[src/rtl/vrisc_controller.sv]
// Eight-phase instruction sequencer for the 8-bit RISC CPU: steps through fetch/execute phases
// and decodes the IR opcode into bus/memory/PC/accumulator strobes. Option: VRISC_CTRL_STEP_EN.
module vrisc_controller (
    input  logic       clk,
    input  logic       rst_n,
    input  logic [2:0] opcode_i,
    input  logic       zero_i,
`ifdef VRISC_CTRL_STEP_EN
    input  logic       step_i,
`endif
    output logic       sel_o,
    output logic       rd_o,
    output logic       ld_ir_o,
    output logic       inc_pc_o,
    output logic       halt_o,
    output logic       ld_pc_o,
    output logic       data_e_o,
    output logic       ld_ac_o,
    output logic       wr_o,
    output logic [2:0] phase_o
);

    localparam logic [2:0] OpHlt = 3'd0;
    localparam logic [2:0] OpSkz = 3'd1;
    localparam logic [2:0] OpAdd = 3'd2;
    localparam logic [2:0] OpAnd = 3'd3;
    localparam logic [2:0] OpXor = 3'd4;
    localparam logic [2:0] OpLda = 3'd5;
    localparam logic [2:0] OpSto = 3'd6;
    localparam logic [2:0] OpJmp = 3'd7;

    typedef enum logic [2:0] {
        StInstAddr  = 3'd0,
        StInstFetch = 3'd1,
        StInstLoad  = 3'd2,
        StIdle      = 3'd3,
        StOpAddr    = 3'd4,
        StOpFetch   = 3'd5,
        StAluOp     = 3'd6,
        StStore     = 3'd7
    } phase_e;

    phase_e phase_q, phase_d;
    logic   halted_q, halted_d;
    logic   aluop;
    logic   is_hlt;
    logic   is_skz;
    logic   is_sto;
    logic   is_jmp;
    logic   hold_for_step;

    assign aluop  = (opcode_i == OpAdd) || (opcode_i == OpAnd) ||
                    (opcode_i == OpXor) || (opcode_i == OpLda);
    assign is_hlt = (opcode_i == OpHlt);
    assign is_skz = (opcode_i == OpSkz);
    assign is_sto = (opcode_i == OpSto);
    assign is_jmp = (opcode_i == OpJmp);

`ifdef VRISC_CTRL_STEP_EN
    assign hold_for_step = (phase_q == StInstAddr) && !step_i;
`else
    assign hold_for_step = 1'b0;
`endif

    always_ff @(posedge clk or negedge rst_n) begin
        if (!rst_n) begin
            phase_q  <= StInstAddr;
            halted_q <= 1'b0;
        end else begin
            phase_q  <= phase_d;
            halted_q <= halted_d;
        end
    end

    // Halting freezes the phase at OP_ADDR; only reset leaves it.
    always_comb begin
        phase_d  = phase_e'(phase_q + 3'd1);
        halted_d = halted_q;
        if (halted_q) begin
            phase_d = phase_q;
        end else if (phase_q == StOpAddr && is_hlt) begin
            halted_d = 1'b1;
            phase_d  = phase_q;
        end else if (hold_for_step) begin
            phase_d = phase_q;
        end
    end

    always_comb begin
        sel_o    = 1'b0;
        rd_o     = 1'b0;
        ld_ir_o  = 1'b0;
        inc_pc_o = 1'b0;
        halt_o   = 1'b0;
        ld_pc_o  = 1'b0;
        data_e_o = 1'b0;
        ld_ac_o  = 1'b0;
        wr_o     = 1'b0;
        if (halted_q) begin
            halt_o = 1'b1;
        end else begin
            unique case (phase_q)
                StInstAddr: begin
                    sel_o = 1'b1;
                end
                StInstFetch: begin
                    sel_o = 1'b1;
                    rd_o  = 1'b1;
                end
                StInstLoad, StIdle: begin
                    sel_o   = 1'b1;
                    rd_o    = 1'b1;
                    ld_ir_o = 1'b1;
                end
                StOpAddr: begin
                    inc_pc_o = 1'b1;
                    halt_o   = is_hlt;
                end
                StOpFetch: begin
                    rd_o = aluop;
                end
                StAluOp: begin
                    rd_o     = aluop;
                    inc_pc_o = is_skz && zero_i;
                    ld_pc_o  = is_jmp;
                    data_e_o = is_sto;
                end
                StStore: begin
                    rd_o     = aluop;
                    ld_ac_o  = aluop;
                    ld_pc_o  = is_jmp;
                    wr_o     = is_sto;
                    data_e_o = is_sto;
                end
                default: ;
            endcase
        end
    end

    assign phase_o = phase_q;

endmodule

[config.mk]
export PLATFORM = sky130hd
export DESIGN_NAME = vrisc_controller
export DESIGN_NICKNAME = d
export VERILOG_FILES = /design/src/rtl/vrisc_controller.sv
export SDC_FILE = /design/constraint.sdc
export NUM_CORES = 1
export LEC_CHECK = 0
export CAP_MARGIN = 15
export CELL_PAD_IN_SITES_DETAIL_PLACEMENT = 1
export CELL_PAD_IN_SITES_GLOBAL_PLACEMENT = 1
export CORE_MARGIN = 4
export CORE_UTILIZATION = 27
export CTS_CLUSTER_SIZE = 25
export DETAILED_ROUTE_END_ITERATION = 8
export PLACE_DENSITY_LB_ADDON = 0.25
export SYNTH_ARGS = -nofsm -noshare
export SYNTH_HDL_FRONTEND = slang
export SYNTH_SLANG_ARGS = --single-unit
[constraint.sdc]
create_clock -name clk -period 1.75 [get_ports clk]
set_input_delay 0.35 -clock clk [delete_from_list [all_inputs] [get_ports clk]]
set_output_delay 0.35 -clock clk [all_outputs]
set_load 0.01 [all_outputs]
==> impl_metrics.yaml <==
status:
  outcome: "complete, but fails checks"
  violations: "negative setup slack"
yosys:
  syn-num-nets: 52
  synth_top_area_share_pct: 26.2
  yosysWarnings: 0
  ys_types: 20
  synth_top_flop_cell: "dfrtp_1"
  synth_top_area_cell: "dfrtp_1"
  synth_area_leaders: "dfrtp_1, ha_1, nor4b_4, inv_1, xnor2_1"
  async_flop_share_pct: 100
  synth-seq-cells: 4
  synth_edf_count: 0
  syn_avg_cell_area_um2: 9.54
  synthCells: 40
  seq_area_frac_synth_pct: 26.2
  syn_area_um2: 382
detailed_routing:
  drc: 0
  via_per_inst: 4.59
  dr_total_vias: 427
  drt_iter0_markers: 5
  wl_per_cell_um: 14.7
  antenna_left: 0
  routed_wl_um: 1360
  first_pass_iters: 2
global_routing:
  grt_pass1_wl_um: 2040
  grt_start_max_net_pins: 6
  grt_use_total_pct: 14.0
  overflow: 0
  grt_pass1_vias: 459
  antenna_found_initial: 0
timing:
  fin_hold_ws_ns: 0.323
  grt_setup_unrepaired: "true"
  drv_slew: 0
  clock-skew-final_ns: 0.00357
  finalHoldViolations: 0
  period_minus_slack_ns: 1.99
  slew_headroom_pct: 77.6
  setup_violations: 8
  period_share_pct: 114
  tightest_slew_ns: 0.334
  setup_total_negative_slack_ns: -0.666
  setup_slack_ns: -0.240
  fmax_mhz: 502
final_layout:
  final_core_util_pct: 62.9
  fillCellCount: 153
  num_antenna_cells: 0
  multi_input_area_um2: 380
  mostFrequentLayoutCells: "buf_4, buf_2, ha_4, clkdlybuf4s50_1, buf_6"
  drive_gt1_share_pct: 65.4
  layout_commonest_cell: "buf_4"
  area_delta_synth_final_pct: 117
  nets: 92
  seq_area_um2: 103
clock_tree:
  cts_tree: "yes"
  htree_levels: 1
  clock_path_buffers: 2
  cts.sinks: 4
  hold_buffers: 0
  root_buffer: "clkbuf_4"
  numCtsBuffers: 3
  path_clk_slew_ns: 0.04
  insertion_delay_ns: 0.23
die:
  chipHeight_um: 45.6
  boundaryPins: 18
  die_width_um: 45.6
  initial_core_util_pct: 29.0
  core_region_area_um2: 1320
  die_area_um2: 2080
  rows: 13
power_and_ir_drop:
  p_per_area_nw_per_um2: 1920
  leakage_nw: 0.382
  irDropWorstVdd_v: 0.000832
worst_setup_path:
  critPathLaunchType: "flop"
  worstPathRequired_ns: 1.40
  cp-end-kind: "output port"
  cp.arrival_ns: 1.64
  slowest_delay_ns: 0.43
  crit_type: "flop to output port"
  worst-path-max-fanout: 3
  crit_slowest_cell: "dfrtp_2"
  r2r_cells: 7
  cp_cell_sequence: "buf_6, ha_4, or3_4, a21oi_2, nor2_1, buf_2"
run:
  max_cap_violations: 0
placement:
  place_hpwl_um: 924
  place_congestion: 0.730
  port_buffers: 17
worst_hold_path:
  holdCritPathClass: "input port to asynchronous set/reset pin"
## critical path, delay by kind of cell, from the launching register on
family / cells / cell delay [ns]
buffers and inverters: 2 / 0.27
adders and majority gates: 1 / 0.16
and+or+nand+nor: 2 / 0.40
AOI/OAI and AO/OA: 1 / 0.15
DFF: 1 / 0.43
## synthesized netlist by cell type (all sizes together), types with 2 or more instances
library cell and n:
a21oi 4, o21ai 2, dfrtp 4, nor2 3, nor3 2, inv 5, xnor2 2, ha 6
nor3b 3
## metrics by stage
step	worst slack (ns)	std cells	cell area, um2	power [W]
floorplan	0.0566	40	382	0.000602
global placement	-0.557	84	663	0.00108
detailed placement	-0.650	84	663	0.00111
CTS	-0.217	87	708	0.00129
global route	-0.304	93	828	0.00174
finish	-0.240	93	828	0.00159
## where the power goes
part           leakage, nW  internal, W  switching (W)
logic                0.323     0.000723       0.000536
clock network       0.0138    0.0000767      0.0000371
registers           0.0448     0.000149      0.0000705
total                0.382     0.000949       0.000644
## layout make-up
class | instances | area share [%]
repair buffers | 36 | 34.4
flip-flops and latches | 4 | 12.4
well taps | 15 | 2.27
multi-input cells | 30 | 45.9
inverters | 5 | 2.27
clock buffers | 3 | 2.72
## cells by family after synthesis
family | after synthesis | share of synthesized area (%)
AND/OR/NAND/NOR | 13 | 25.9
adder cells (fa/ha/maj) | 6 | 19.7
multiplexers | 1 | 3.93
buffers and inverters | 6 | 6.23
flip-flops | 4 | 26.2
AO/OA/AOI/OAI | 8 | 13.4
XOR/XNOR | 2 | 4.59
## path summary, 6_finish.rpt
kind,slack [ns],startpoint,end
max,-0.24,phase_o[0],sel_o
min,0.32,rst_n,phase_o[0]
max reg2reg,0.02,phase_o[1],phase_o[1]
min reg2reg,0.66,halted_q,phase_o[2]
max in group asynchronous,1.24,rst_n,phase_o[1]
min in group clk,0.66,halted_q,phase_o[2]
## repair_timing
item	in CTS	in global routing
pin swaps	4	8
buffers inserted	0	6
setup endpoints to repair	9	10
resized for setup	49	21
## state kept, by name (all words and copies together) (netlist names)
signal    count
phase_o       3
halted_q      1
## per-layer routing
metal	up-vias	global-route usage, %	wire (um)
li1	218	-	-
met1	198	17.4	553
met2	11	22.8	758
met3	0	3.56	52
met4	0	5.26	0
met5	-	0	0
Power figures use the tool's default switching activity.
